===== config.mk =====
export PLATFORM = sky130hd
export DESIGN_NAME = frame_wr_ctrl_flat
export DESIGN_NICKNAME = d
export VERILOG_FILES = /design/src/rtl/frame_buf_pkg.sv /design/src/rtl/frame_wr_ctrl_if.sv /design/src/rtl/pix_addr_cnt.sv /design/src/rtl/frame_wr_ctrl.sv /design/src/flat_wrapper.sv
export SDC_FILE = /design/constraint.sdc
export NUM_CORES = 1
export LEC_CHECK = 0
export CAP_MARGIN = 10
export CORE_ASPECT_RATIO = 0.75
export CORE_MARGIN = 2
export CORE_UTILIZATION = 35
export DETAILED_ROUTE_END_ITERATION = 7
export MAX_ROUTING_LAYER = met4
export SYNTH_ARGS = -nofsm -noshare
export SYNTH_HDL_FRONTEND = slang
export SYNTH_HIERARCHICAL = 1
export SYNTH_SLANG_ARGS = --single-unit

===== constraint.sdc =====
create_clock -name clk -period 2.8 [get_ports clk]
set_clock_uncertainty 0.05 [all_clocks]
set_input_delay 0.56 -clock clk [delete_from_list [all_inputs] [get_ports clk]]
set_output_delay 0.56 -clock clk [all_outputs]
set_load 0.005 [all_outputs]

===== src/rtl/frame_buf_pkg.sv =====
// Shared constants for the 160x120 RGB444 frame buffer write side:
// geometry, write-controller state encoding and the clear fill value.
package frame_buf_pkg;

    localparam int FB_W     = 160;
    localparam int FB_H     = 120;
    localparam int IMA_SIZE = FB_W * FB_H;

    typedef logic [1:0] state_t;
    localparam state_t ST_IDLE    = 2'd0;
    localparam state_t ST_CAPTURE = 2'd1;
    localparam state_t ST_CLEAR   = 2'd2;

    localparam logic [11:0] CLR_FILL = 12'h000;

endpackage


===== src/rtl/frame_wr_ctrl_if.sv =====
// Bus bundle for frame_wr_ctrl: camera stream, CPU word port, buffer write
// port and status. master = the controller, slave = sources and buffer side.
interface frame_wr_ctrl_if #(
    parameter int AW = 15,
    parameter int DW = 12
);
    logic          cam_sof;
    logic          cam_valid;
    logic [DW-1:0] cam_data;
    logic          cap_en;
    logic          clr_start;
    logic          cpu_req;
    logic [AW-1:0] cpu_addr;
    logic [DW-1:0] cpu_data;
    logic          cpu_ack;
    logic [AW-1:0] mem_addr;
    logic [DW-1:0] mem_data;
    logic          mem_we;
    logic          busy;
    logic          frame_done;
    logic          ovf;

    modport master (
        input  cam_sof, cam_valid, cam_data, cap_en, clr_start,
        input  cpu_req, cpu_addr, cpu_data,
        output cpu_ack, mem_addr, mem_data, mem_we, busy, frame_done, ovf
    );

    modport slave (
        output cam_sof, cam_valid, cam_data, cap_en, clr_start,
        output cpu_req, cpu_addr, cpu_data,
        input  cpu_ack, mem_addr, mem_data, mem_we, busy, frame_done, ovf
    );
endinterface


===== src/rtl/pix_addr_cnt.sv =====
// Linear pixel address counter shared by capture and clear. Clear together
// with enable loads 1, so a pixel written at address 0 leaves the count at 1.
module pix_addr_cnt #(
    parameter int AW   = 15,
    parameter int LAST = 19199
) (
    input  logic          clk,
    input  logic          rst,
    input  logic          clr,
    input  logic          en,
    output logic [AW-1:0] cnt,
    output logic          last
);
    assign last = (cnt == AW'(LAST));

    always_ff @(posedge clk or negedge rst) begin
        if (!rst)     cnt <= '0;
        else if (clr) cnt <= en ? AW'(1) : '0;
        else if (en)  cnt <= last ? '0 : cnt + 1'b1;
    end
endmodule


===== src/rtl/frame_wr_ctrl.sv =====
// Frame buffer write-port controller: arbitrates clear engine > camera > CPU.
// Define FRAME_WR_CPU_EN to enable the CPU port; otherwise cpu_ack stays 0.
module frame_wr_ctrl
    import frame_buf_pkg::*;
#(
    parameter int AW    = 15,
    parameter int DW    = 12,
    parameter int IMA_W = FB_W,
    parameter int IMA_H = FB_H
) (
    input  logic            clk,
    input  logic            rst,
    frame_wr_ctrl_if.master bus
);
    localparam int FRAME_SZ = IMA_W * IMA_H;

    state_t        state, nxt;
    logic          clr_wr, clr_go, start, cam_wr, done, cpu_gnt;
    logic          cnt_clr, cnt_en, last;
    logic [AW-1:0] cnt;

    pix_addr_cnt #(.AW(AW), .LAST(FRAME_SZ - 1)) u_cnt (
        .clk(clk), .rst(rst), .clr(cnt_clr), .en(cnt_en), .cnt(cnt), .last(last)
    );

    always_comb begin
        clr_wr  = (state == ST_CLEAR);
        clr_go  = bus.clr_start && !clr_wr;
        // sof (re)starts a frame from IDLE when enabled, or anytime mid-capture
        start   = bus.cam_sof && !bus.clr_start &&
                  ((state == ST_IDLE && bus.cap_en) || state == ST_CAPTURE);
        cam_wr  = bus.cam_valid && (state == ST_CAPTURE || start);
        done    = (state == ST_CAPTURE) && cam_wr && !start && !clr_go && last;
        cnt_clr = clr_go || start;
        cnt_en  = clr_wr || (cam_wr && !clr_go);
        nxt     = state;
        case (state)
            ST_IDLE:    if (clr_go) nxt = ST_CLEAR; else if (start) nxt = ST_CAPTURE;
            ST_CAPTURE: if (clr_go) nxt = ST_CLEAR; else if (done) nxt = ST_IDLE;
            ST_CLEAR:   if (last) nxt = ST_IDLE;
            default:    nxt = ST_IDLE;
        endcase
    end

`ifdef FRAME_WR_CPU_EN
    // Gated by reset so the grant reads 0 while reset is held.
    assign cpu_gnt = rst && bus.cpu_req && !clr_wr && !cam_wr;
`else
    logic cpu_unused;
    assign cpu_unused = ^{bus.cpu_req, bus.cpu_addr, bus.cpu_data};
    assign cpu_gnt    = 1'b0;
`endif
    assign bus.cpu_ack = cpu_gnt;

    always_ff @(posedge clk or negedge rst) begin
        if (!rst) begin
            state          <= ST_IDLE;
            bus.mem_addr   <= '0;
            bus.mem_data   <= '0;
            bus.mem_we     <= 1'b0;
            bus.busy       <= 1'b0;
            bus.frame_done <= 1'b0;
            bus.ovf        <= 1'b0;
        end else begin
            state          <= nxt;
            // Delayed by one so busy spans exactly the visible write cycles.
            bus.busy       <= (state != ST_IDLE);
            bus.frame_done <= done;
            bus.mem_we     <= clr_wr || cam_wr || cpu_gnt;
            if (clr_wr) begin
                bus.mem_addr <= cnt;
                bus.mem_data <= DW'(CLR_FILL);
            end else if (cam_wr) begin
                bus.mem_addr <= start ? '0 : cnt;
                bus.mem_data <= bus.cam_data;
            end else if (cpu_gnt) begin
                bus.mem_addr <= bus.cpu_addr;
                bus.mem_data <= bus.cpu_data;
            end
            if (clr_wr && bus.cam_valid)                     bus.ovf <= 1'b1;
            else if (!clr_wr && (bus.cam_sof || bus.clr_start)) bus.ovf <= 1'b0;
        end
    end
endmodule


===== src/flat_wrapper.sv =====
// flat-port wrapper written by rule: the top's interface ports become plain ports
module frame_wr_ctrl_flat import frame_buf_pkg::*;
#(
    parameter int AW    = 15,
    parameter int DW    = 12,
    parameter int IMA_W = FB_W,
    parameter int IMA_H = FB_H
)
  (clk, rst, bus_cam_sof, bus_cam_valid, bus_cam_data, bus_cap_en, bus_clr_start, bus_cpu_req, bus_cpu_addr, bus_cpu_data, bus_cpu_ack, bus_mem_addr, bus_mem_data, bus_mem_we, bus_busy, bus_frame_done, bus_ovf);
  frame_wr_ctrl_if #(.AW(AW), .DW(DW)) bus_i ();
  input  logic clk;
  input  logic rst;
  input wire logic [$bits(bus_i.cam_sof)-1:0] bus_cam_sof;
  input wire logic [$bits(bus_i.cam_valid)-1:0] bus_cam_valid;
  input wire logic [$bits(bus_i.cam_data)-1:0] bus_cam_data;
  input wire logic [$bits(bus_i.cap_en)-1:0] bus_cap_en;
  input wire logic [$bits(bus_i.clr_start)-1:0] bus_clr_start;
  input wire logic [$bits(bus_i.cpu_req)-1:0] bus_cpu_req;
  input wire logic [$bits(bus_i.cpu_addr)-1:0] bus_cpu_addr;
  input wire logic [$bits(bus_i.cpu_data)-1:0] bus_cpu_data;
  output wire logic [$bits(bus_i.cpu_ack)-1:0] bus_cpu_ack;
  output wire logic [$bits(bus_i.mem_addr)-1:0] bus_mem_addr;
  output wire logic [$bits(bus_i.mem_data)-1:0] bus_mem_data;
  output wire logic [$bits(bus_i.mem_we)-1:0] bus_mem_we;
  output wire logic [$bits(bus_i.busy)-1:0] bus_busy;
  output wire logic [$bits(bus_i.frame_done)-1:0] bus_frame_done;
  output wire logic [$bits(bus_i.ovf)-1:0] bus_ovf;
  assign bus_i.cam_sof = bus_cam_sof;
  assign bus_i.cam_valid = bus_cam_valid;
  assign bus_i.cam_data = bus_cam_data;
  assign bus_i.cap_en = bus_cap_en;
  assign bus_i.clr_start = bus_clr_start;
  assign bus_i.cpu_req = bus_cpu_req;
  assign bus_i.cpu_addr = bus_cpu_addr;
  assign bus_i.cpu_data = bus_cpu_data;
  assign bus_cpu_ack = bus_i.cpu_ack;
  assign bus_mem_addr = bus_i.mem_addr;
  assign bus_mem_data = bus_i.mem_data;
  assign bus_mem_we = bus_i.mem_we;
  assign bus_busy = bus_i.busy;
  assign bus_frame_done = bus_i.frame_done;
  assign bus_ovf = bus_i.ovf;
  frame_wr_ctrl #(.AW(AW), .DW(DW), .IMA_W(IMA_W), .IMA_H(IMA_H)) u_core (.clk(clk), .rst(rst), .bus(bus_i));
endmodule

# Word-level counts from Yosys, hierarchy flattened
# Index checks and enable logic that the tools add are counted.
# totals
regBits,48
inputBits,46
output_inout_bits,32
elab_cells,60
# classes
n_addsub,1
eq_ne,6
mux,17
n_reduce_logical,28
# op_table
cell,n
$mux 15,6
$mux 12,2
$add 15x1->15 const B,1
$eq 15x15->1 const B,1
$logic_and 1x1->1,12
$mux 2,5
$reduce_bool 2->1,4
$logic_or 1x1->1,6
$ne 3x1->1 const B,2
$pmux 2 s3,1
$logic_not 1->1,4
$mux 1,3
$reduce_and 3->1,1
$eq 2x1->1 const B,1
$eq 2x2->1 const B,1
$logic_not 2->1,1
$ne 2x2->1 const B,1

# Longest topological paths before layout
# Gate-level depths: netlist of the first run.
# depth
depth_word,13
mapped_depth,10
mapped_depth_nobuf,7

# Hierarchy
# The synthesis of the first run kept the hierarchy.
# by_module_without_submodules
mod,instances,cells_per_inst,area_per_inst_um2,seq_area_each_um2
frame_wr_ctrl,1,151,1687.9,825.8
pix_addr_cnt,1,84,867.1,375.4

# Least setup slack after synthesis of the first run
# OpenSTA, ideal clock, no wires.
# synth_path
path_kind,input to register
startpoint,in bus_clr_start
endpoint,reg u_core.u_cnt.cnt[13]
setup_ns,0.082
arrival_time_ns,2.276
t_required_ns,2.668
setup_slack_ns,0.392
cell_stages,8
path_buffers,1
cell_sequence,and3b_1 -> o21ai_4 -> buf_6 -> o21ai_0 -> or2b_1 -> a41oi_4 -> o21ai_0 -> a31oi_1
# synth_via
elab_chain_cells,8
word_cells_on_any_way,12
cone_classes,1 x mux; 11 x reduce/logical
# synth_lines
item,line_no,rtl
"start, declared",flat_wrapper.sv:17,input wire logic [$bits(bus_i.clr_start)-1:0] bus_clr_start;
$logic_not 1->1,frame_wr_ctrl.sv:30,start = bus.cam_sof && !bus.clr_start &&
$logic_and 1x1->1 (2 in series),frame_wr_ctrl.sv:30,
$logic_or 1x1->1,frame_wr_ctrl.sv:32,cam_wr = bus.cam_valid && (state == ST_CAPTURE || start);
$logic_and 1x1->1,frame_wr_ctrl.sv:32,
$logic_and 1x1->1 *,frame_wr_ctrl.sv:35,cnt_en = clr_wr || (cam_wr && !clr_go);
$logic_or 1x1->1 *,frame_wr_ctrl.sv:35,
via u_core.cnt_en,frame_wr_ctrl.sv:19,"logic cnt_clr, cnt_en, last;"
$reduce_bool 2->1 (no line) *,--,
"end signal, assigned",pix_addr_cnt.sv:18,else if (clr) cnt <= en ? AW'(1) : '0;
"end signal, assigned",pix_addr_cnt.sv:19,else if (en) cnt <= last ? '0 : cnt + 1'b1;
"end, declared",pix_addr_cnt.sv:11,"output logic [AW-1:0] cnt,"
# The timed path passes the listed nets; every way through them passes the cells marked *.
# A chain may end at the register's enable or synchronous reset.

# Worst setup path after layout of the first run
# layout_path
startpoint,in bus_cap_en
endpoint,reg u_core.u_cnt.cnt[13]
# layout_via
word_cells_on_any_way,10
cone_classes,1 x mux; 9 x reduce/logical
# layout_rtl
item,line_no,rtl
"start, declared",flat_wrapper.sv:16,input wire logic [$bits(bus_i.cap_en)-1:0] bus_cap_en;
$logic_and 1x1->1 *,frame_wr_ctrl.sv:31,((state == ST_IDLE && bus.cap_en) || state == ST_CAPTURE);
$logic_or 1x1->1 *,frame_wr_ctrl.sv:31,
$logic_and 1x1->1 *,frame_wr_ctrl.sv:30,
$logic_or 1x1->1 *,frame_wr_ctrl.sv:34,cnt_clr = clr_go || start;
via u_core.cnt_clr,frame_wr_ctrl.sv:19,
$mux 15 / $reduce_bool 2->1 (equally long branches),--,
# Marked as above.

==> results.py, run 1 <==
metrics = {
    "floorplan": {
        "floorplan.initialDensity": 0.369,
        "dieArea_sq_um": 8010,
        "io_pins": 78,
        "die_width_um": 103,
        "rows": 26,
        "core-area_sq_um": 6930,
        "die_h_um": 78.0,
    },
    "synthesis": {
        "synthDistinctLibCells": 50,
        "synth-main-ff-cell": "dfrtp_1",
        "synthesis.area_sq_um": 2550,
        "synth_area_per_cell_sq_um": 10.9,
        "async_reset_ff_frac": 1.00,
        "seq_area_frac_synth": 0.470,
        "ys_top_cells_by_area": "dfrtp_1 (47%), mux2i_1 (11%), a221o_1 (5.9%)",
        "synth_fp_nets": 282,
        "synth.yosys.warnings": 6,
        "yosysTopAreaCell": "dfrtp_1",
        "yosys-top-cells-count": "dfrtp_1 (48), mux2i_1 (27), nand2_1 (21)",
        "yosysMostFrequentCell": "dfrtp_1",
        "ys_ff_latch": 48,
        "synth_top_area_frac": 0.470,
        "synthCells": 235,
        "synth-edff-count": 0,
    },
    "clocking": {
        "cts_tree": "done",
        "cts-hold-fix-buffers": 0,
        "h-tree-depth": 2,
        "path_clk_slew_ps": 90,
        "cts_made_buffers": 5,
        "clk_latency_ps": 310,
        "cts.repair.resized": 0,
        "cts_buffer_depth": 2,
        "cts_setup_buffers": 0,
        "clockRootBuffer": "clkbuf_8",
        "clock-sinks": 48,
    },
    "routing": {
        "wl_per_cell_um": 14.5,
        "num_vias": 1927,
        "antenna_left": 0,
        "drc": 0,
        "drt_iter0_drc": 97,
        "wl_um": 5630,
        "drt_pass1_iterations": 4,
        "vias_per_cell": 4.97,
    },
    "flow_run": {
        "cap_viol_max_count": 0,
    },
    "layout": {
        "nFillCells": 669,
        "multi_input_area_sq_um": 1200,
        "syn2layout_area_growth_pct": 29.4,
        "final_cell_area_sq_um": 3310,
        "diodes": 0,
        "drive_above_1_share": 0.124,
        "nets": 337,
        "final_core_util": 0.477,
        "area.sequential_sq_um": 1200,
    },
    "timing": {
        "whs_ps": 194,
        "hold_viol_final": 0,
        "fin_tns_setup_ps": 0,
        "min_period_ps": 2350,
        "slew-limit-headroom": 0.605,
        "slew_viol_final": 0,
        "setup_viol": 0,
        "rsz0062_at_grt": "false",
        "fmax_mhz": 426,
        "period_share": 0.838,
        "tightest_slew_ps": 593,
    },
    "critical_path": {
        "cp.required_ps": 2970,
        "worstPathMaxFanout": 8,
        "crit_type": "in2reg",
        "end_kind": "register",
        "worst-endpoint-arrival_ps": 2520,
        "critPathLaunchType": "input pin",
    },
    "grt": {
        "antenna_found_initial": 0,
        "grt_start_max_net_pins": 26,
        "grt_pass1_vias": 1889,
        "grt_overflow_total": 0,
        "grt_pass1_wl_um": 9580,
        "grtUsageTotal": 0.157,
    },
    "hold_path": {
        "hold_class": "in2async",
    },
    "place": {
        "io_buffers": 48,
        "dp_hpwl_um": 3960,
        "placed_area_sq_um": 3180,
        "place_congestion": 0.851,
    },
    "power": {
        "vdd_drop_max_v": 0.000341,
        "power.density_nw_per_um2": 668,
        "leakagePower_nw": 1.50,
    },
    "status": {
        "status": "finished clean",
    },
}
[worst paths after layout]
check | startpoint | to | slack [ps] | depth (start not counted)
setup / recovery | bus_cap_en | u_core/u_cnt/cnt[13] | 450 | 9
min in group clk | u_core/bus.ovf | u_core/bus.ovf | 480 | 2
max in group asynchronous | rst | u_core/bus.mem_addr[13] | 1970 | 2
setup reg to reg | u_core/state[0] | u_core/u_cnt/cnt[6] | 710 | 8
hold / removal | rst | u_core/bus.mem_data[5] | 190 | 1
hold reg to reg | u_core/bus.ovf | u_core/bus.ovf | 480 | 2
[flip-flops by register name (all words and copies together) (netlist names)]
signal	count
u_core/state	2
u_core/bus.frame_done	1
u_core/bus.mem_data	12
u_core/bus.busy	1
u_core/u_cnt/cnt	15
u_core/bus.ovf	1
u_core/bus.mem_we	1
u_core/bus.mem_addr	15
[power breakdown]
part	internal [mW]	switching, mW	total [mW]
clock network	0.352	0.235	0.587
registers	0.794	0.116	0.910
logic	0.369	0.341	0.710
total	1.51	0.692	2.21
[final cells by class]
type | count | share of cell area
multi-input combinational | 158 | 0.364
sequential | 48 | 0.363
timing repair buffer | 62 | 0.179
tap | 98 | 0.0371
clock buffer | 5 | 0.0208
clock inverter | 2 | 0.0182
inverter | 15 | 0.0170
[routing by layer]
layer / routed length (um) / GRT usage / vias up
met5: 0 / - / -
met4: 42 / 0.0360 / 0
met3: 191 / 0.0333 / 5
met2: 2440 / 0.219 / 32
met1: 2950 / 0.234 / 946
li1: - / - / 944
[worst max-delay path, cell delays in order]
cell             delay, ps
clkdlybuf4s50_1        430
buf_4                  170
o21a_1                 160
o2bb2ai_1              170
inv_1                  140
or2b_1                 270
a41oi_4                290
o21ai_0                140
a31oi_1                180
[cells in the final DEF (no fill, tap or decap), types with 6 or more instances in the layout]
master	count
a221o_1	15
mux2i_1	27
inv_1	15
nor2b_1	17
clkdlybuf4s50_1	47
dfrtp_1	48
nor2_1	12
buf_4	13
xor2_1	6
nand2_1	21
[per-stage QoR]
stage	power [mW]	setup slack, ps	cells
6_report	2.21	455	388
5_1_grt	2.33	191	388
4_1_cts	2.23	432	388
3_5_place_dp	1.64	120	381
3_3_place_gp	1.62	137	381
2_1_floorplan	1.33	392	235
[kinds of logic after synthesis]
logic type,count (synthesis),synth area share
other cells,1,0.00147
buf+inv,29,0.0588
simple gates,80,0.182
fa+ha+maj,1,0.00490
mux,27,0.106
compound gates,40,0.146
flops,48,0.470
xor+xnor,9,0.0309
(Power assumes the default switching activity.)
==> inputs of run 2 (changes only) <==
--- a/config.mk
+++ b/config.mk
@@ -11,6 +11,7 @@
 export CORE_UTILIZATION = 35
 export DETAILED_ROUTE_END_ITERATION = 7
 export MAX_ROUTING_LAYER = met4
+export PLACE_DENSITY = 0.65
 export SYNTH_ARGS = -nofsm -noshare
 export SYNTH_HDL_FRONTEND = slang
 export SYNTH_HIERARCHICAL = 1
==> constraint.sdc (replaced) <==
create_clock -name clk -period 1.9 [get_ports clk]
set_clock_uncertainty 0.05 [all_clocks]
set_input_delay 0.38 -clock clk [delete_from_list [all_inputs] [get_ports clk]]
set_output_delay 0.38 -clock clk [all_outputs]
set_load 0.005 [all_outputs]
==> run 2 against run 1 <==
Compared with the run above:
- the run now ends with hold timing left
- total power up 51%
- worst hold slack worse by 220 ps
- register-to-register slack worse by 680 ps
- count of clock-buffer cells in the layout up 2
- core utilization up 3.2 points
- combinational power up 100%
- worst setup slack worse by 430 ps
- design area up 6.7%
- global-route usage up 0.42 points
- critical path type is now reg2reg
==> results.py, run 2 (same netlist as run 1, synthesis figures left out) <==
metrics = {
    "routing": {
        "drt_iter0_drc": 91,
        "vias_per_cell": 4.86,
        "drc": 0,
        "drt_pass1_iterations": 4,
        "num_vias": 2009,
        "antenna_left": 0,
        "wl_per_cell_um": 14.5,
        "wl_um": 6000,
    },
    "clocking": {
        "clock-sinks": 48,
        "clockRootBuffer": "clkbuf_8",
        "cts_made_buffers": 5,
        "h-tree-depth": 2,
        "cts_tree": "done",
        "cts-hold-fix-buffers": 0,
        "cts_buffer_depth": 2,
        "clk_latency_ps": 300,
        "path_clk_slew_ps": 90,
    },
    "floorplan": {
        "die_width_um": 103,
        "dieArea_sq_um": 8010,
        "floorplan.initialDensity": 0.369,
        "core-area_sq_um": 6930,
        "rows": 26,
        "die_h_um": 78.0,
        "io_pins": 78,
    },
    "grt": {
        "antenna_found_initial": 0,
        "grt_start_max_net_pins": 49,
        "grtUsageTotal": 0.162,
        "grt_overflow_total": 0,
        "grt_pass1_wl_um": 10000,
        "grt_pass1_vias": 1972,
    },
    "critical_path": {
        "critPathLaunchType": "register",
        "crit_type": "reg2reg",
        "path_buf_inv": 1,
        "end_kind": "register",
        "worstPathMaxFanout": 7,
        "crit_path_max_incr_delay_ps": 450,
        "crit_family": "compound AO/OA/AOI/OAI gates",
        "path_cells": "o21a_1 > o2bb2ai_2 > inv_2 > or2b_1 > a41oi_4 > a41oi_2 > a31oi_1",
        "worst-endpoint-arrival_ps": 2030,
        "cp.required_ps": 2060,
        "cp_slowest_cell": "dfrtp_2",
    },
    "timing": {
        "fmax_mhz": 535,
        "min_period_ps": 1870,
        "whs_ps": -22.6,
        "slew_viol_final": 0,
        "slew-limit-headroom": 0.665,
        "period_share": 0.985,
        "hold_viol_final": 9,
        "setup_viol": 0,
        "rsz0062_at_grt": "true",
        "tightest_slew_ps": 501,
    },
    "place": {
        "place_congestion": 0.793,
        "dp_hpwl_um": 4270,
        "io_buffers": 48,
        "dp.cells": 397,
    },
    "layout": {
        "final_common_cell": "dfrtp_1",
        "fin_cells": 413,
        "reg_top3": "u_core/bus.mem_addr x15, u_core/u_cnt/cnt x15, u_core/bus.mem_data x12",
        "syn2layout_area_growth_pct": 38.0,
        "drive_above_1_share": 0.219,
        "diodes": 0,
        "final_core_util": 0.509,
        "nets": 361,
        "final_cell_mix": "dfrtp_1 (46), clkdlybuf4s50_1 (43), buf_4 (34), mux2i_1 (27), nand2_1 (21)",
    },
    "power": {
        "leakagePower_nw": 1.61,
        "power.density_nw_per_um2": 947,
        "vdd_drop_max_v": 0.000585,
    },
    "hold_path": {
        "hold_class": "in2async",
    },
    "status": {
        "violations": "hold timing",
        "status": "complete, but fails checks",
    },
    "flow_run": {
        "cap_viol_max_count": 0,
    },
}
## run 2: through the flow
| step | setup WS [ps] | total power, mW | TNS (ps) | area, sq um |
|---|---|---|---|---|
| CTS | 8.64 | 3.34 | 0 | 3490 |
| detailed placement | -549 | 2.64 | -10690 | 3350 |
| global placement | -409 | 2.60 | -8260 | 3350 |
| finish | 29.1 | 3.34 | 0 | 3530 |
| global route | -72.3 | 3.56 | -143 | 3530 |
| floorplan | -116 | 2.03 | -347 | 2620 |
## run 2: worst paths after layout
kind	start	cells after the start	to	slack [ps]
max in group asynchronous	rst	2	u_core/state[0]	1550
min in group clk	u_core/bus.mem_data[4]	2	u_core/bus.mem_data[4]	480
worst min-delay path	rst	2	u_core/bus.mem_data[11]	-20
worst max register to register	u_core/state[0]	7	u_core/u_cnt/cnt[13]	30
worst max-delay path	u_core/state[0]	7	u_core/u_cnt/cnt[13]	30
worst min register to register	u_core/bus.mem_data[4]	2	u_core/bus.mem_data[4]	480
## run 2: layer usage
metal,track usage,wire (um)
met4,0.0440,55
met5,-,0
met2,0.241,2710
met3,0.0189,141
met1,0.233,3100
## run 2: cell type report
| class | instances | area [sq um] |
|---|---|---|
| Sequential cell | 48 | 1200 |
| Clock inverter | 1 | 7.51 |
| Tap cell | 98 | 123 |
| Fill cell | 617 | 3400 |
| Inverter | 15 | 56.3 |
| Timing Repair Buffer | 86 | 797 |
| Multi-Input combinational cell | 158 | 1250 |
| Clock buffer | 7 | 86.3 |
## run 2: repair_timing
| item | in CTS | in global routing |
|---|---|---|
| endpoints found under the setup margin | 27 | 8 |
| pin swaps | 4 | 2 |
| resized for setup | 13 | 1 |
| buffers inserted | 4 | 4 |
## run 2: worst register-to-register path: cells and delay by family, from the launching register on
| family | cells | cell delay (ps) |
|---|---|---|
| AOI/OAI and AO/OA | 5 | 1000 |
| DFF | 1 | 450 |
| buffers and inverters | 1 | 50 |
| and+or+nand+nor | 1 | 240 |
## run 2: power breakdown
part | switching [mW] | internal [mW] | total, mW
Combinational | 0.649 | 0.778 | 1.43
Clock | 0.334 | 0.296 | 0.630
Sequential | 0.109 | 1.17 | 1.28
Total | 1.09 | 2.25 | 3.34
